## src/rtl/edge_pulse_stretcher.sv

```systemverilog
// Edge detector for a registered control bit: rise/fall pulses,
// a retriggerable stretched pulse and a saturating rise counter.
module edge_pulse_stretcher #(
  parameter int unsigned STRETCH_LEN = 8,
  parameter int unsigned CNT_WIDTH   = 16
) (
  input  logic                 CLOCK,
  input  logic                 RESET_N,
  input  logic                 DIN,
  input  logic                 CLEAR,
  output logic                 RISE,
  output logic                 FALL,
  output logic                 STRETCH,
  output logic [CNT_WIDTH-1:0] EDGE_COUNT,
  output logic                 SATURATED
);

  localparam logic [7:0] LOAD = 8'(STRETCH_LEN - 1);

  typedef enum logic {
    IDLE,
    ACTIVE
  } state_t;

  logic                 r_d_q;
  logic                 r_armed;
  state_t               r_state;
  logic [7:0]           r_cnt;
  logic                 w_rise;
  logic                 w_fall;
  logic [CNT_WIDTH-1:0] w_cnt_nxt;

  // armed masks the first sample after reset so a held-high DIN is not an edge
  assign w_rise = r_armed & DIN & ~r_d_q;
  assign w_fall = r_armed & ~DIN & r_d_q;

  always_ff @(posedge CLOCK or negedge RESET_N) begin
    if (!RESET_N) begin
      r_d_q   <= 1'b0;
      r_armed <= 1'b0;
      RISE    <= 1'b0;
      FALL    <= 1'b0;
    end else begin
      r_d_q   <= DIN;
      r_armed <= 1'b1;
      RISE    <= w_rise;
      FALL    <= w_fall;
    end
  end

  always_ff @(posedge CLOCK or negedge RESET_N) begin
    if (!RESET_N) begin
      r_state <= IDLE;
      r_cnt   <= '0;
      STRETCH <= 1'b0;
    end else begin
      unique case (r_state)
        IDLE: begin
          if (w_rise) begin
            r_cnt   <= LOAD;
            STRETCH <= 1'b1;
            r_state <= ACTIVE;
          end
        end
        ACTIVE: begin
          if (w_rise) begin
            r_cnt <= LOAD;
          end else if (r_cnt == 8'd0) begin
            STRETCH <= 1'b0;
            r_state <= IDLE;
          end else begin
            r_cnt <= r_cnt - 8'd1;
          end
        end
        default: begin
          STRETCH <= 1'b0;
          r_state <= IDLE;
        end
      endcase
    end
  end

  // a rise coinciding with CLEAR counts as the first edge after the clear
  always_comb begin
    w_cnt_nxt = EDGE_COUNT;
    if (CLEAR) begin
      w_cnt_nxt = CNT_WIDTH'(w_rise);
    end else if (w_rise && !(&EDGE_COUNT)) begin
      w_cnt_nxt = EDGE_COUNT + CNT_WIDTH'(1);
    end
  end

  always_ff @(posedge CLOCK or negedge RESET_N) begin
    if (!RESET_N) begin
      EDGE_COUNT <= '0;
      SATURATED  <= 1'b0;
    end else begin
      EDGE_COUNT <= w_cnt_nxt;
      SATURATED  <= &w_cnt_nxt;
    end
  end

endmodule

```

## config.mk

```make
export PLATFORM = sky130hd
export DESIGN_NAME = edge_pulse_stretcher
export DESIGN_NICKNAME = d
export VERILOG_FILES = /design/src/rtl/edge_pulse_stretcher.sv
export SDC_FILE = /design/constraint.sdc
export NUM_CORES = 1
export LEC_CHECK = 0
export BUFFER_PORTS_ARGS = -buffer_cell sky130_fd_sc_hd__buf_2
export CELL_PAD_IN_SITES_DETAIL_PLACEMENT = 0
export CELL_PAD_IN_SITES_GLOBAL_PLACEMENT = 1
export CORE_ASPECT_RATIO = 1.1
export CORE_MARGIN = 10
export CORE_UTILIZATION = 37
export DETAILED_ROUTE_END_ITERATION = 6
export PLACE_DENSITY_LB_ADDON = 0.1
export SLEW_MARGIN = 5
export SYNTH_ARGS = -nofsm -noshare
export SYNTH_HDL_FRONTEND = slang
export SYNTH_SLANG_ARGS = --single-unit
```

## constraint.sdc

```tcl
create_clock -name CLOCK -period 6.3 [get_ports CLOCK]
set_input_delay 0.315 -clock CLOCK [delete_from_list [all_inputs] [get_ports CLOCK]]
set_output_delay 0.315 -clock CLOCK [all_outputs]
set_load 0.005 [all_outputs]
```

==> results of run 1 <==
==> state kept, by name, indices dropped and copies added, names as in the netlist <==
signal      cells
EDGE_COUNT     16
FALL            1
RISE            1
SATURATED       1
STRETCH         1
r_armed         1
r_cnt           8
r_d_q           1
r_state         1
==> worst paths after layout <==
kind | from | to | slack [ps] | cells past startpoint
worst min-delay path | RESET_N | r_cnt[5] | 70 | 1
min in group CLOCK | DIN | r_d_q | 190 | 1
worst min register to register | r_state | STRETCH | 520 | 1
worst max register to register | EDGE_COUNT[0] | SATURATED | 3880 | 6
worst max-delay path | EDGE_COUNT[0] | SATURATED | 3880 | 6
max in group asynchronous | RESET_N | EDGE_COUNT[13] | 5780 | 1
==> placed cells by master (no fill, tap or decap), drive strengths merged, types with 4 or more instances in the layout <==
master / instances
xnor2: 12
buf: 23
clkbuf: 6
inv: 4
nor2: 19
nor4: 7
nand3: 8
nand3b: 4
xor2: 5
nand2: 10
a21oi: 8
nor3: 7
o21ai: 5
dfrtp: 31
==> cells by family (layout without fill, tap and decap cells) <==
logic type / after synthesis / count (layout) / share of synthesized area, %
mux: 1 / 1 / 0.662
flops: 31 / 31 / 51.3
buf+inv: 7 / 35 / 1.74
other cells: 1 / 1 / 0.248
compound gates: 18 / 18 / 6.78
simple gates: 74 / 74 / 27.8
fa+ha+maj: 2 / 2 / 1.65
xor+xnor: 17 / 17 / 9.84
==> power by group through the flow <==
stage	clock, mW	combinational, mW	sequential, mW
finish	0.203	0.103	0.259
global route	0.217	0.121	0.264
CTS	0.208	0.105	0.260
detailed placement	0	0.104	0.263
global placement	0	0.101	0.260
floorplan	0	0.0816	0.254
==> routing by layer <==
| layer | track usage [%] | share of wire (%) |
|---|---|---|
| met2 | 18.8 | 52 |
| met4 | 6.77 | 2.2 |
| met5 | 0 | 0 |
| met1 | 11.3 | 41 |
| met3 | 3.93 | 4.7 |
==> critical path, cell delays in order, from the launching register on <==
cell and delay (ps):
dfrtp_1 470, and4_1 280, or3b_1 420, or4_4 460, xor2_1 180, nor4_1 330, and4_1 230
==> final cells by class <==
type,count,area [um^2]
clock buffer,6,82.6
clock inverter,2,35.0
fill,415,2160
inverter,4,15.0
multi-input combinational,113,711
sequential,31,776
tap,52,65.1
timing repair buffer,23,115
==> flow_metrics.env, run 1 <==
export IMPL_layout_drive_gt1_share_pct=19.0
export IMPL_power_density_nw_per_um2=314
export IMPL_final_cells=231
export IMPL_clockRootBuffer="clkbuf_8"
export IMPL_fin_ws_ps=3880
export IMPL_synth_commonest_cells="31 x dfrtp_1, 18 x nor2_1, 12 x xnor2_1, 10 x nand2_1"
export IMPL_die_width_um=81.0
export IMPL_synth_top_area_cell="dfrtp_1"
export IMPL_grt_max_degree=32
export IMPL_hp_class="input port to asynchronous set/reset pin"
export IMPL_hold_viol_final=0
export IMPL_n_antenna_cell=0
export IMPL_synth_nets=157
export IMPL_drc=0
export IMPL_grt_pass1_vias=1219
export IMPL_netSwitchingPower_mw=0.162
export IMPL_cp_start_kind="register"
export IMPL_grt_remaining_overflow=0
export IMPL_endpoint_kind="register"
export IMPL_async_flop_share_pct=100
export IMPL_place_ws_ps=3920
export IMPL_cts_resized=0
export IMPL_syn_cell_area_um2=1510
export IMPL_insertion_delay_ps=280
export IMPL_synth_edf_count=0
export IMPL_cp_max_fo=8
export IMPL_fin_tns_setup_ps=0
export IMPL_cts_setup_buffers=0
export IMPL_h_tree_depth=2
export IMPL_antenna_found_initial=0
export IMPL_fin_nets=184
export IMPL_final_util_pct=45.4
export IMPL_maxCapViolCount=0
export IMPL_switching_share_pct=28.6
export IMPL_vias=1191
export IMPL_holdBufCountCts=0
export IMPL_grt_pass1_wl_um=5940
export IMPL_p_total_mw=0.566
export IMPL_vias_per_cell=5.16
export IMPL_routed_wirelength_um=3550
export IMPL_dieArea_um2=7050
export IMPL_numCtsBuffers=5
export IMPL_syn2layout_area_growth_pct=18.9
export IMPL_cts_path_max_buffers=2
export IMPL_synth_most_common_cell="dfrtp_1"
export IMPL_outcome="complete, no violations"
export IMPL_worstPathArrival_ps=2650
export IMPL_dp_cells=223
export IMPL_initial_core_util_pct=38.2
export IMPL_avgSynthCellArea_um2=10.0
export IMPL_core_um2=3960
export IMPL_drtIter0Drc=47
export IMPL_path_class="register to register"
export IMPL_rsz0062_at_grt="no"
export IMPL_synthCells=151
export IMPL_worst_pin_slew_ps=699
export IMPL_whs_ps=74.0
export IMPL_first_pass_iters=4
export IMPL_rows=24
export IMPL_ys_seq_area_share_pct=51.3
export IMPL_clock_sinks=31
export IMPL_wl_per_cell_um=15.4
export IMPL_hpwlAfterDp_um=2700
export IMPL_seq_power_share_pct=45.8
export IMPL_slew_viol_final=0
export IMPL_ir_worst_vdd_mv=0.111
export IMPL_setup_viol=0
export IMPL_yosys_top_cells_area="dfrtp_1 51%, xnor2_1 6.9%, nor2_1 4.5%, nor4_1 2.9%, xor2_1 2.9%"
export IMPL_cts_tree="yes"
export IMPL_design_area_um2=1800
export IMPL_grt_usage_pct=11.1
export IMPL_p_leak_nw=0.804
export IMPL_io_pins=24
export IMPL_cell_internal_pwr_mw=0.404
export IMPL_synth_flop_cell="dfrtp_1"
export IMPL_post_dp_cell_area_um2=1680
export IMPL_yosysWarnings=0
export IMPL_period_needed_ps=2420
export IMPL_ys_types=34
export IMPL_power_frac_comb_pct=18.2
export IMPL_finalCritPeriodShare_pct=38.4
export IMPL_place_congestion=0.846
export IMPL_clk_pin_slew_ps=70
export IMPL_die_h_um=87.1
export IMPL_drtAntennaViolNets=0
export IMPL_worst_ep_required_time_ps=6530
export IMPL_fmax_mhz=413
export IMPL_synth_seq_cells=31
export IMPL_p_clk_share_pct=35.9
export IMPL_finClkSkew_ps=4.85
export IMPL_io_buffers=23
export IMPL_yosys_area_top_type_share_pct=51.3
export IMPL_relSlewSlack_pct=53.4
No activity file was read; power rests on OpenSTA's default activity.
==> inputs of run 2 (changes only) <==
--- a/config.mk
+++ b/config.mk
@@ -5,6 +5,7 @@
 export SDC_FILE = /design/constraint.sdc
 export NUM_CORES = 1
 export LEC_CHECK = 0
+export ABC_AREA = 1
 export BUFFER_PORTS_ARGS = -buffer_cell sky130_fd_sc_hd__buf_2
 export CELL_PAD_IN_SITES_DETAIL_PLACEMENT = 0
 export CELL_PAD_IN_SITES_GLOBAL_PLACEMENT = 1
==> constraint.sdc (replaced) <==
create_clock -name CLOCK -period 2.36 [get_ports CLOCK]
set_input_delay 0.118 -clock CLOCK [delete_from_list [all_inputs] [get_ports CLOCK]]
set_output_delay 0.118 -clock CLOCK [all_outputs]
set_load 0.005 [all_outputs]
==> run 2 against run 1 <==
  * Synthesized cell count increased by 79%
  * Largest power group unchanged
  * Combinational power increased to 3.1 times the previous value
  * Power increased to 2.7 times the previous value
==> flow_metrics.env, run 2 <==
export IMPL_outcome="complete, no violations"
export IMPL_relSlewSlack_pct=53.0
export IMPL_largest_reg_flops=16
export IMPL_crit_family="simple AND/OR/NAND/NOR gates"
export IMPL_power_density_nw_per_um2=683
export IMPL_fin_tns_setup_ps=0
export IMPL_worst_ep_required_time_ps=2570
export IMPL_slew_viol_final=0
export IMPL_p_leak_nw=1.14
export IMPL_clock_sinks=31
export IMPL_synth_xor_area_share_pct=2.33
export IMPL_setup_viol=0
export IMPL_first_pass_iters=4
export IMPL_place_congestion=0.821
export IMPL_initial_core_util_pct=37.8
export IMPL_n_antenna_cell=0
export IMPL_drtAntennaViolNets=0
export IMPL_largestRegisters="EDGE_COUNT x16, r_cnt x8"
export IMPL_synth_top_area_cell="dfrtp_1"
export IMPL_dieArea_um2=8330
export IMPL_ir_worst_vdd_mv=0.478
export IMPL_synth_fa_ha_area_share_pct=1.33
export IMPL_core_um2=4970
export IMPL_wl_per_cell_um=13.3
export IMPL_drtIter0Drc=53
export IMPL_met2_usage_pct=21.1
export IMPL_layout_commonest_cell="nand2_1"
export IMPL_post_dp_cell_area_um2=2080
export IMPL_syn2layout_area_growth_pct=18.2
export IMPL_syn_cell_area_um2=1880
export IMPL_avgSynthCellArea_um2=6.96
export IMPL_whs_ps=180
export IMPL_io_buffers=23
export IMPL_cp_max_fo=18
export IMPL_synth_nets=276
export IMPL_cts_resized=0
export IMPL_yosys_top_cells_area="dfrtp_1 41%, nand2_1 17%, inv_1 7.8%, nand3_1 7.7%, nor2_1 6.4%"
export IMPL_hold_viol_final=0
export IMPL_synth_seq_cells=31
export IMPL_maxCapViolCount=0
export IMPL_design_area_um2=2220
export IMPL_die_h_um=94.7
export IMPL_grt_usage_pct=12.1
export IMPL_grt_remaining_overflow=0
export IMPL_rsz0062_at_grt="no"
export IMPL_fin_ws_ps=290
export IMPL_grt_max_degree=32
export IMPL_hpwlAfterDp_um=3700
export IMPL_numCtsBuffers=5
export IMPL_synth_most_common_cell="nand2_1"
export IMPL_clk_pin_slew_ps=70
export IMPL_crit_slowest_cell="dfrtp_1"
export IMPL_ys_seq_area_share_pct=41.3
export IMPL_drc=0
export IMPL_synthCells=270
export IMPL_synthMuxAreaShare_pct=0
export IMPL_period_needed_ps=2070
export IMPL_cp_start_kind="register"
export IMPL_vias=1728
export IMPL_synthSimpleGateAreaFrac_pct=40.3
export IMPL_cts_path_max_buffers=2
export IMPL_finalCritPeriodShare_pct=87.7
export IMPL_grtUsageMet1_pct=14.1
export IMPL_top_register="EDGE_COUNT"
export IMPL_h_tree_depth=2
export IMPL_met3_usage_pct=2.84
export IMPL_io_pins=24
export IMPL_yosysWarnings=0
export IMPL_cts_tree="yes"
export IMPL_cp_cell_sequence="ha_1 > nand2_2 > nor2_4 > nand2_4 > nor2_4 > nor2_4 > nand2_1 > nand2_1 > nand3_1 > nor2_1 > nand2_1 > nor2_1"
export IMPL_synth_flop_cell="dfrtp_1"
export IMPL_ys_types=24
export IMPL_place_ws_ps=282
export IMPL_worstPathArrival_ps=2280
export IMPL_hp_class="input port to register"
export IMPL_synth_compound_area_share_pct=5.53
export IMPL_die_width_um=88.0
export IMPL_finClkSkew_ps=6.94
export IMPL_fin_nets=310
export IMPL_grt_pass1_wl_um=8030
export IMPL_antenna_found_initial=0
export IMPL_yosys_area_top_type_share_pct=41.3
export IMPL_synth_commonest_cells="83 x nand2_1, 39 x inv_1, 32 x nor2_1, 31 x dfrtp_1, 29 x nand3_1"
export IMPL_insertion_delay_ps=280
export IMPL_grt_pass1_vias=1696
export IMPL_cpPeakStageDelay_ps=430
export IMPL_routed_wirelength_um=4830
export IMPL_p_total_mw=1.52
export IMPL_worst_pin_slew_ps=705
export IMPL_endpoint_kind="register"
export IMPL_synth_edf_count=0
export IMPL_final_cell_mix="83 x nand2_1, 39 x inv_1, 32 x nor2_1"
export IMPL_layout_drive_gt1_share_pct=15.4
export IMPL_cp_num_buf_inv=0
export IMPL_clockRootBuffer="clkbuf_8"
export IMPL_fmax_mhz=483
export IMPL_synth_top_family_by_area="simple AND/OR/NAND/NOR gates"
export IMPL_grt_busiest_layer="met2"
export IMPL_rows=27
export IMPL_vias_per_cell=4.76
export IMPL_async_flop_share_pct=100
export IMPL_path_class="register to register"
## run 2: cell count changes after synthesis, sizes merged, moves of 3 or more
cell	change
nand4	+4
or3	-3
nor3	-4
nand2	+78
nor2	+17
nor4	-7
o21ai	+7
inv	+35
xnor2	-12
nand3	+22
## run 2: area by class of cell
cell class	count	area [um^2]
Clock buffer	6	82.6
Inverter	40	150
Multi-Input combinational cell	196	933
Clock inverter	2	35.0
Sequential cell	31	776
Fill cell	538	2740
Tap cell	58	72.6
Timing Repair Buffer	30	173
## run 2: power by group
| group | internal, mW | switching [mW] |
|---|---|---|
| Combinational | 0.114 | 0.206 |
| Clock | 0.342 | 0.210 |
| Sequential | 0.609 | 0.0366 |
| Total | 1.06 | 0.452 |
## run 2: logic make-up (layout without fill, tap and decap cells)
| kind of cell | count (synthesis) | after routing |
|---|---|---|
| and+or+nand+nor | 168 | 168 |
| buffers and inverters | 43 | 78 |
| DFF | 31 | 31 |
| AOI/OAI and AO/OA | 20 | 20 |
| xor gates and xnor gates | 5 | 5 |
| adders and majority gates | 2 | 2 |
| other | 1 | 1 |
## run 2: what timing repair did
action,4_1_cts,5_1_grt
hold endpoints to repair,32,0
hold buffers,2,0
buffers inserted,0,0
## run 2: routing by layer
| metal | vias to the layer above | routed length, um |
|---|---|---|
| li1 | 916 | - |
| met1 | 783 | 2110 |
| met2 | 23 | 2460 |
| met3 | 6 | 188 |
| met4 | 0 | 75 |
| met5 | - | 0 |
## run 2: worst paths after layout
kind | startpoint | end | slack [ps] | cells after the start
worst min-delay path | CLEAR | EDGE_COUNT[4] | 180 | 2
worst min register to register | r_state | STRETCH | 490 | 1
max in group asynchronous | RESET_N | r_cnt[3] | 1490 | 2
worst max-delay path | EDGE_COUNT[0] | SATURATED | 290 | 12
worst max register to register | EDGE_COUNT[0] | SATURATED | 290 | 12
min in group asynchronous | RESET_N | EDGE_COUNT[4] | 410 | 2
## run 2: stage by stage
step	std cells	utilization, %
3_5_place_dp	353	42.0
5_1_grt	363	44.7
2_1_floorplan	270	-
6_report	363	44.7
4_1_cts	363	44.7
3_3_place_gp	353	42.0
